--- config.mk ---
export PLATFORM = sky130hd
export DESIGN_NAME = fp_add_32_issuer_flat
export DESIGN_NICKNAME = d
export VERILOG_FILES = /design/src/rtl/fp_add_pkg.sv /design/src/rtl/fp_add_32_issuer_if.sv /design/src/rtl/fp_add_op_fifo.sv /design/src/rtl/fp_add_32_issuer.sv /design/src/flat_wrapper.sv
export SDC_FILE = /design/constraint.sdc
export NUM_CORES = 1
export LEC_CHECK = 0
export CELL_PAD_IN_SITES_DETAIL_PLACEMENT = 0
export CELL_PAD_IN_SITES_GLOBAL_PLACEMENT = 1
export CORE_AREA = 2 2 183 167
export DETAILED_ROUTE_END_ITERATION = 6
export DIE_AREA = 0 0 185 169
export PLACE_DENSITY_LB_ADDON = 0.1
export SKIP_CTS_REPAIR_TIMING = 1
export SYNTH_ARGS = -nofsm -noshare
export SYNTH_HDL_FRONTEND = slang
export SYNTH_HIERARCHICAL = 1
export SYNTH_SLANG_ARGS = --single-unit
--- constraint.sdc ---
create_clock -name clk -period 4.9 [get_ports clk]
set_input_delay 0.49 -clock clk [delete_from_list [all_inputs] [get_ports clk]]
set_output_delay 0.49 -clock clk [all_outputs]
set_load 0.05 [all_outputs]
--- src/rtl/fp_add_pkg.sv ---
// Shared definitions for the fp_add_32 issuer and the benches around fp_add_32.
package fp_add_pkg;

  localparam int FP_W = 32;

  // Quiet NaN returned in place of a sum when the adder never answers
  localparam logic [FP_W-1:0] FP_QNAN = 32'h7FC0_0000;

  typedef enum logic [1:0] {
    ST_IDLE = 2'd0,
    ST_REQ  = 2'd1,
    ST_DROP = 2'd2
  } fp_add_state_e;

  typedef struct packed {
    logic [FP_W-1:0] a;
    logic [FP_W-1:0] b;
  } fp_pair_t;

  function automatic fp_pair_t make_pair(input logic [FP_W-1:0] a,
                                         input logic [FP_W-1:0] b);
    fp_pair_t p;
    p.a = a;
    p.b = b;
    return p;
  endfunction

endpackage

--- src/rtl/fp_add_32_issuer_if.sv ---
// Bundles the operand stream, the result stream and the fp_add_32 add/ready
// handshake seen by the issuer. The master side is the issuer itself.
interface fp_add_32_issuer_if #(
  parameter int DEPTH = 4
) ();
  import fp_add_pkg::*;

  // operand stream
  logic                    in_valid;
  logic                    in_ready;
  logic [FP_W-1:0]         in_a;
  logic [FP_W-1:0]         in_b;

  // result stream
  logic                    out_valid;
  logic                    out_ready;
  logic [FP_W-1:0]         out_result;
  logic                    out_timeout;

  // queue occupancy
  logic [$clog2(DEPTH):0]  level;

  // fp_add_32 side
  logic                    add;
  logic [FP_W-1:0]         number1;
  logic [FP_W-1:0]         number2;
  logic [FP_W-1:0]         result;
  logic                    ready;

  modport master (
    input  in_valid, in_a, in_b, out_ready, result, ready,
    output in_ready, out_valid, out_result, out_timeout, level,
           add, number1, number2
  );

  modport slave (
    output in_valid, in_a, in_b, out_ready, result, ready,
    input  in_ready, out_valid, out_result, out_timeout, level,
           add, number1, number2
  );

endinterface

--- src/rtl/fp_add_op_fifo.sv ---
// DEPTH-entry queue of operand pairs. The head entry is visible on rdata
// whenever the queue is not empty. A push while full is dropped even if a pop
// happens on the same edge, so full is a clean function of the stored level.
module fp_add_op_fifo
  import fp_add_pkg::*;
#(
  parameter int DEPTH = 4
) (
  input  logic                   clk,
  input  logic                   rst,
  input  logic                   push,
  input  logic                   pop,
  input  fp_pair_t               wdata,
  output fp_pair_t               rdata,
  output logic [$clog2(DEPTH):0] level,
  output logic                   full,
  output logic                   empty
);

  localparam int AW = $clog2(DEPTH);
  localparam int LW = AW + 1;

  fp_pair_t      mem_q [DEPTH];
  logic [AW-1:0] wr_ptr_q, wr_ptr_d;
  logic [AW-1:0] rd_ptr_q, rd_ptr_d;
  logic [LW-1:0] level_q, level_d;
  logic          push_ok;
  logic          pop_ok;

  assign full    = (level_q == LW'(DEPTH));
  assign empty   = (level_q == '0);
  assign push_ok = push && !full;
  assign pop_ok  = pop && !empty;
  assign rdata   = mem_q[rd_ptr_q];
  assign level   = level_q;

  // Pointer and occupancy update; DEPTH is a power of two so pointers wrap naturally
  always_comb begin
    wr_ptr_d = wr_ptr_q;
    rd_ptr_d = rd_ptr_q;
    level_d  = level_q;
    if (push_ok) begin
      wr_ptr_d = wr_ptr_q + AW'(1);
    end
    if (pop_ok) begin
      rd_ptr_d = rd_ptr_q + AW'(1);
    end
    case ({push_ok, pop_ok})
      2'b10:   level_d = level_q + LW'(1);
      2'b01:   level_d = level_q - LW'(1);
      default: level_d = level_q;
    endcase
  end

  // Pointer and level registers
  always_ff @(posedge clk) begin
    if (rst) begin
      wr_ptr_q <= '0;
      rd_ptr_q <= '0;
      level_q  <= '0;
    end else begin
      wr_ptr_q <= wr_ptr_d;
      rd_ptr_q <= rd_ptr_d;
      level_q  <= level_d;
    end
  end

  // Storage array; contents need no reset since level gates every read
  always_ff @(posedge clk) begin
    if (push_ok) begin
      mem_q[wr_ptr_q] <= wdata;
    end
  end

endmodule

--- src/rtl/fp_add_32_issuer.sv ---
// Initiator for the fp_add_32 four-phase add/ready handshake. Operand pairs
// are queued, issued one at a time, and each sum (or a qNaN on timeout) is
// returned on the result stream in issue order.
//
// state   | meaning
// --------+----------------------------------------------------------------
// IDLE    | no operation in flight; pop when queue, adder and slot allow
// REQ     | add high with stable operands, waiting for ready (or timeout)
// DROP    | add low, waiting for ready to return low (or timeout)
module fp_add_32_issuer
  import fp_add_pkg::*;
#(
  parameter int DEPTH   = 4,
  parameter int TIMEOUT = 255
) (
  input  logic               clk,
  input  logic               rst,
  fp_add_32_issuer_if.master bus
);

  localparam int LW = $clog2(DEPTH) + 1;
  localparam int CW = $clog2(TIMEOUT + 1);
  localparam logic [CW-1:0] TO_CNT = CW'(TIMEOUT);

  fp_add_state_e   state_q, state_d;
  logic [CW-1:0]   cnt_q, cnt_d;
  logic [CW-1:0]   cnt_inc;
  logic            add_q, add_d;
  logic [FP_W-1:0] number1_q, number1_d;
  logic [FP_W-1:0] number2_q, number2_d;
  logic            out_valid_q, out_valid_d;
  logic [FP_W-1:0] out_result_q, out_result_d;
  logic            out_timeout_q, out_timeout_d;

  logic            fifo_pop;
  fp_pair_t        fifo_head;
  logic [LW-1:0]   fifo_level;
  logic            fifo_full;
  logic            fifo_empty;
  logic            slot_free;

  fp_add_op_fifo #(
    .DEPTH (DEPTH)
  ) u_fifo (
    .clk   (clk),
    .rst   (rst),
    .push  (bus.in_valid),
    .pop   (fifo_pop),
    .wdata (make_pair(bus.in_a, bus.in_b)),
    .rdata (fifo_head),
    .level (fifo_level),
    .full  (fifo_full),
    .empty (fifo_empty)
  );

  // The result slot can take a new capture if it is empty or being drained now
  assign slot_free = !out_valid_q || bus.out_ready;

  // Next-state, handshake and result-slot logic
  always_comb begin
    state_d       = state_q;
    cnt_d         = cnt_q;
    cnt_inc       = cnt_q + CW'(1);
    add_d         = add_q;
    number1_d     = number1_q;
    number2_d     = number2_q;
    out_valid_d   = out_valid_q && !bus.out_ready;
    out_result_d  = out_result_q;
    out_timeout_d = out_timeout_q;
    fifo_pop      = 1'b0;

    case (state_q)
      ST_IDLE: begin
        // ready must be seen low before a new request, closing the previous cycle
        if (!fifo_empty && !bus.ready && slot_free) begin
          fifo_pop  = 1'b1;
          number1_d = fifo_head.a;
          number2_d = fifo_head.b;
          add_d     = 1'b1;
          cnt_d     = '0;
          state_d   = ST_REQ;
        end
      end

      ST_REQ: begin
        if (bus.ready) begin
          out_result_d  = bus.result;
          out_timeout_d = 1'b0;
          out_valid_d   = 1'b1;
          add_d         = 1'b0;
          cnt_d         = '0;
          state_d       = ST_DROP;
        end else if (cnt_inc == TO_CNT) begin
          out_result_d  = FP_QNAN;
          out_timeout_d = 1'b1;
          out_valid_d   = 1'b1;
          add_d         = 1'b0;
          cnt_d         = '0;
          state_d       = ST_DROP;
        end else begin
          cnt_d = cnt_inc;
        end
      end

      ST_DROP: begin
        // a stuck-high ready is abandoned after TIMEOUT cycles; IDLE still
        // refuses to issue until it sees ready low
        if (!bus.ready || (cnt_inc == TO_CNT)) begin
          cnt_d   = '0;
          state_d = ST_IDLE;
        end else begin
          cnt_d = cnt_inc;
        end
      end

      default: begin
        add_d   = 1'b0;
        cnt_d   = '0;
        state_d = ST_IDLE;
      end
    endcase
  end

  // State, handshake and result-slot registers
  always_ff @(posedge clk) begin
    if (rst) begin
      state_q       <= ST_IDLE;
      cnt_q         <= '0;
      add_q         <= 1'b0;
      number1_q     <= '0;
      number2_q     <= '0;
      out_valid_q   <= 1'b0;
      out_result_q  <= '0;
      out_timeout_q <= 1'b0;
    end else begin
      state_q       <= state_d;
      cnt_q         <= cnt_d;
      add_q         <= add_d;
      number1_q     <= number1_d;
      number2_q     <= number2_d;
      out_valid_q   <= out_valid_d;
      out_result_q  <= out_result_d;
      out_timeout_q <= out_timeout_d;
    end
  end

  assign bus.in_ready    = !fifo_full;
  assign bus.level       = fifo_level;
  assign bus.add         = add_q;
  assign bus.number1     = number1_q;
  assign bus.number2     = number2_q;
  assign bus.out_valid   = out_valid_q;
  assign bus.out_result  = out_result_q;
  assign bus.out_timeout = out_timeout_q;

endmodule
--- src/flat_wrapper.sv ---
// flat-port wrapper written by rule: the top's interface ports become plain ports
module fp_add_32_issuer_flat import fp_add_pkg::*;
#(
  parameter int DEPTH   = 4,
  parameter int TIMEOUT = 255
)
  (clk, rst, bus_in_valid, bus_in_a, bus_in_b, bus_out_ready, bus_result, bus_ready, bus_in_ready, bus_out_valid, bus_out_result, bus_out_timeout, bus_level, bus_add, bus_number1, bus_number2);
  fp_add_32_issuer_if #(.DEPTH(DEPTH)) bus_i ();
  input  logic clk;
  input  logic rst;
  input wire logic [$bits(bus_i.in_valid)-1:0] bus_in_valid;
  input wire logic [$bits(bus_i.in_a)-1:0] bus_in_a;
  input wire logic [$bits(bus_i.in_b)-1:0] bus_in_b;
  input wire logic [$bits(bus_i.out_ready)-1:0] bus_out_ready;
  input wire logic [$bits(bus_i.result)-1:0] bus_result;
  input wire logic [$bits(bus_i.ready)-1:0] bus_ready;
  output wire logic [$bits(bus_i.in_ready)-1:0] bus_in_ready;
  output wire logic [$bits(bus_i.out_valid)-1:0] bus_out_valid;
  output wire logic [$bits(bus_i.out_result)-1:0] bus_out_result;
  output wire logic [$bits(bus_i.out_timeout)-1:0] bus_out_timeout;
  output wire logic [$bits(bus_i.level)-1:0] bus_level;
  output wire logic [$bits(bus_i.add)-1:0] bus_add;
  output wire logic [$bits(bus_i.number1)-1:0] bus_number1;
  output wire logic [$bits(bus_i.number2)-1:0] bus_number2;
  assign bus_i.in_valid = bus_in_valid;
  assign bus_i.in_a = bus_in_a;
  assign bus_i.in_b = bus_in_b;
  assign bus_i.out_ready = bus_out_ready;
  assign bus_i.result = bus_result;
  assign bus_i.ready = bus_ready;
  assign bus_in_ready = bus_i.in_ready;
  assign bus_out_valid = bus_i.out_valid;
  assign bus_out_result = bus_i.out_result;
  assign bus_out_timeout = bus_i.out_timeout;
  assign bus_level = bus_i.level;
  assign bus_add = bus_i.add;
  assign bus_number1 = bus_i.number1;
  assign bus_number2 = bus_i.number2;
  fp_add_32_issuer #(.DEPTH(DEPTH), .TIMEOUT(TIMEOUT)) u_core (.clk(clk), .rst(rst), .bus(bus_i));
endmodule
==> metrics.cfg <==
[status]
outcome = complete, no violations

[routing]
wl_met1_microns = 12800
first_pass_iters = 4
drc = 0
drt_iter0_drc = 480
met2WireLength_microns = 14200
top_layer = met4
via_per_inst = 5.21
vias = 8081
wl_met3_microns = 1720
wire_per_inst_microns = 18.9
ant_nets = 0
wirelength_microns = 29200

[finish]
fillCellCount = 2360
final_cell_area_sq_um = 17400
layout_common_cells = 256 x edfxtp_1, 202 x clkdlybuf4s50_1, 171 x nand2_1
multiInputGateArea_sq_um = 3480
drive_gt1_frac = 0.119
antenna_cells = 0
nNetsFinal = 1229
layout_commonest_cell = edfxtp_1
seqCellArea_sq_um = 10100
syn_to_final_growth_pct = 25.3

[timing]
rsz0062_at_grt = no
finalSetupViolCount = 0
relSlewSlack = 0.311
fin_skew_ps = 14.3
fmax_mhz = 373
fin_crit_sh = 0.547
maxSlewViolCount = 0
fin_tns_setup_ps = 0
worstMarginPinSlew_ps = 1030
finalHoldViolations = 0
period_needed_ps = 2680

[hold_path]
worstHoldPathType = reg -> reg

[clock_network]
cts_tree = built
clockBufferDepth = 3
numClockSinks = 374
cts-buffers-inserted = 39
htreeDepth = 2
cts.clk_slew.worst_paths_ps = 60
cts-root-buf = clkbuf_16
insertion_delay_ps = 530

[floorplanning]
ios = 204
die_h_microns = 169
initial_core_util = 0.473
die-area_sq_um = 31300
die_x_microns = 185
fp-row-count = 60
coreArea_sq_um = 29400

[critical_path]
path_class = in -> reg
required_ps = 5330
critPathTopFamily = buffers and inverters
slowest_delay_ps = 690
cp_max_fo = 65
worst_path_max_delay_cell = buf_4
startpoint_type = input port
path_buf_inv = 3
path_cells = clkdlybuf4s50_1 -> nor3_1 -> nand2_2 -> inv_2 -> buf_4 -> nand2_1 -> or3_1 -> a21oi_1
crit_arrival_ps = 3110
endpoint_kind = register

[global_route]
first_global_vias = 8147
grt_max_degree = 66
antenna_found_initial = 1
grt_usage = 0.187
grt_pass1_wl_microns = 44800
overflow = 0

[yosys]
synth_top_area_share = 0.552
ys_seq_elements = 374
yosysWarnings = 6
synth_edf_count = 256
synth_ff_type = edfxtp_1
ys_types = 46
synth_top_area_cell = edfxtp_1
synth-seq-area-share = 0.722
avgSynthCellArea_sq_um = 15.2
async_flop_share = 0
synth_area_sq_um = 13900
synth_area_leaders = edfxtp_1 55%, dfxtp_1 17%, mux4_2 9.7%, nand2_1 4.6%, a21oi_1 3.8%
synth_nets = 1027
syn-instance-count = 915

[power_and_ir_drop]
p_leak_nw = 5.62
vdd_drop_max_mv = 0.339
power.density_nw_per_um2 = 494

[placed_design]
port_buffers = 203
post_dp_cell_area_sq_um = 16200
dp_hpwl_microns = 16200
finalWeightedCongestion = 0.718

[flow_run]
timing.max_cap.violations = 0

state kept, by name, indices dropped and copies added (netlist names), named ones only:
name and count:
u_core/bus.out_valid 1, u_core/u_fifo/level 3, u_core/cnt_q 8, u_core/bus.number2 32
u_core/u_fifo/rd_ptr_q 2, u_core/state_q 2, u_core/u_fifo/mem_q 256, u_core/bus.out_result 32
u_core/bus.add 1, u_core/bus.number1 32, u_core/bus.out_timeout 1, u_core/u_fifo/wr_ptr_q 2
power by group:
| group | switching (mW) | total [mW] | internal (mW) |
|---|---|---|---|
| combinational | 1.28 | 1.99 | 0.709 |
| clock | 1.15 | 2.75 | 1.61 |
| sequential | 0.173 | 3.86 | 3.69 |
routing by layer:
metal,vias to the layer above,global-route usage
met1,4033,0.252
li1,3789,-
met3,40,0.0407
met4,0,0.0497
met2,219,0.311
met5,-,0
cell usage after synthesis (4+ instances only):
cell type / instances
mux4_2: 60
nand3_1: 6
a21oi_1: 107
nor3_1: 5
ha_1: 10
inv_1: 25
xor2_1: 5
or3_1: 4
clkbuf_1: 31
clkbuf_2: 4
buf_12: 6
nand2_1: 172
nor2_1: 14
edfxtp_1: 256
buf_2: 6
o21ai_0: 39
and2_1: 6
dfxtp_1: 118
mux4_1: 4
logic make-up (layout without fill, tap and decap cells):
logic type	count (synthesis)	after routing	synth area share
and+or+nand+nor	220	220	0.0655
DFF	374	374	0.722
adders and majority gates	11	11	0.0104
AOI/OAI and AO/OA	162	162	0.0633
xor gates and xnor gates	6	6	0.00378
buffers and inverters	76	308	0.0289
muxes	66	66	0.106
worst reg2reg max path, stage by stage, from the launching register on:
cell and delay, ps:
dfxtp_1 450, nor3_1 140, nor3_1 450, nand2_2 120
inv_2 70, buf_4 690, nand2_1 150, or3_1 340
a21oi_1 180
worst paths after layout:
path                                                             start                                     end  slack (ps)  depth (start not counted)
worst max-delay path                                         bus_ready                                register        2220                          8
worst min-delay path            u_core/bus.out_result[23]$_SDFFE_PP0P_  u_core/bus.out_result[23]$_SDFFE_PP0P_         440                          2
worst max register to register     u_core/u_fifo/level[1]$_SDFFE_PP0P_                                register        2230                          8
worst min register to register  u_core/bus.out_result[23]$_SDFFE_PP0P_  u_core/bus.out_result[23]$_SDFFE_PP0P_         440                          2
stage by stage:
| stage | worst slack [ps] | total power [mW] | cells | hold slack, ps | util |
|---|---|---|---|---|---|
| after floorplan | 1800 | 5.29 | 915 | 451 | - |
| after global placement | 1760 | 5.93 | 1479 | 434 | 0.552 |
| after detailed placement | 1680 | 5.95 | 1479 | 438 | 0.552 |
| after CTS | 2180 | 8.72 | 1550 | 447 | 0.593 |
| after global routing | 1930 | 8.99 | 1550 | 463 | 0.593 |
| final | 2220 | 8.61 | 1550 | 442 | 0.593 |
area by class of cell:
type | instances | share of cell area
Inverter | 25 | 0.00538
Sequential cell | 374 | 0.577
Timing Repair Buffer | 212 | 0.120
Clock inverter | 9 | 0.00344
Multi-Input combinational cell | 465 | 0.200
Clock buffer | 62 | 0.0657
Tap cell | 403 | 0.0289
Power figures use the tool's default switching activity.
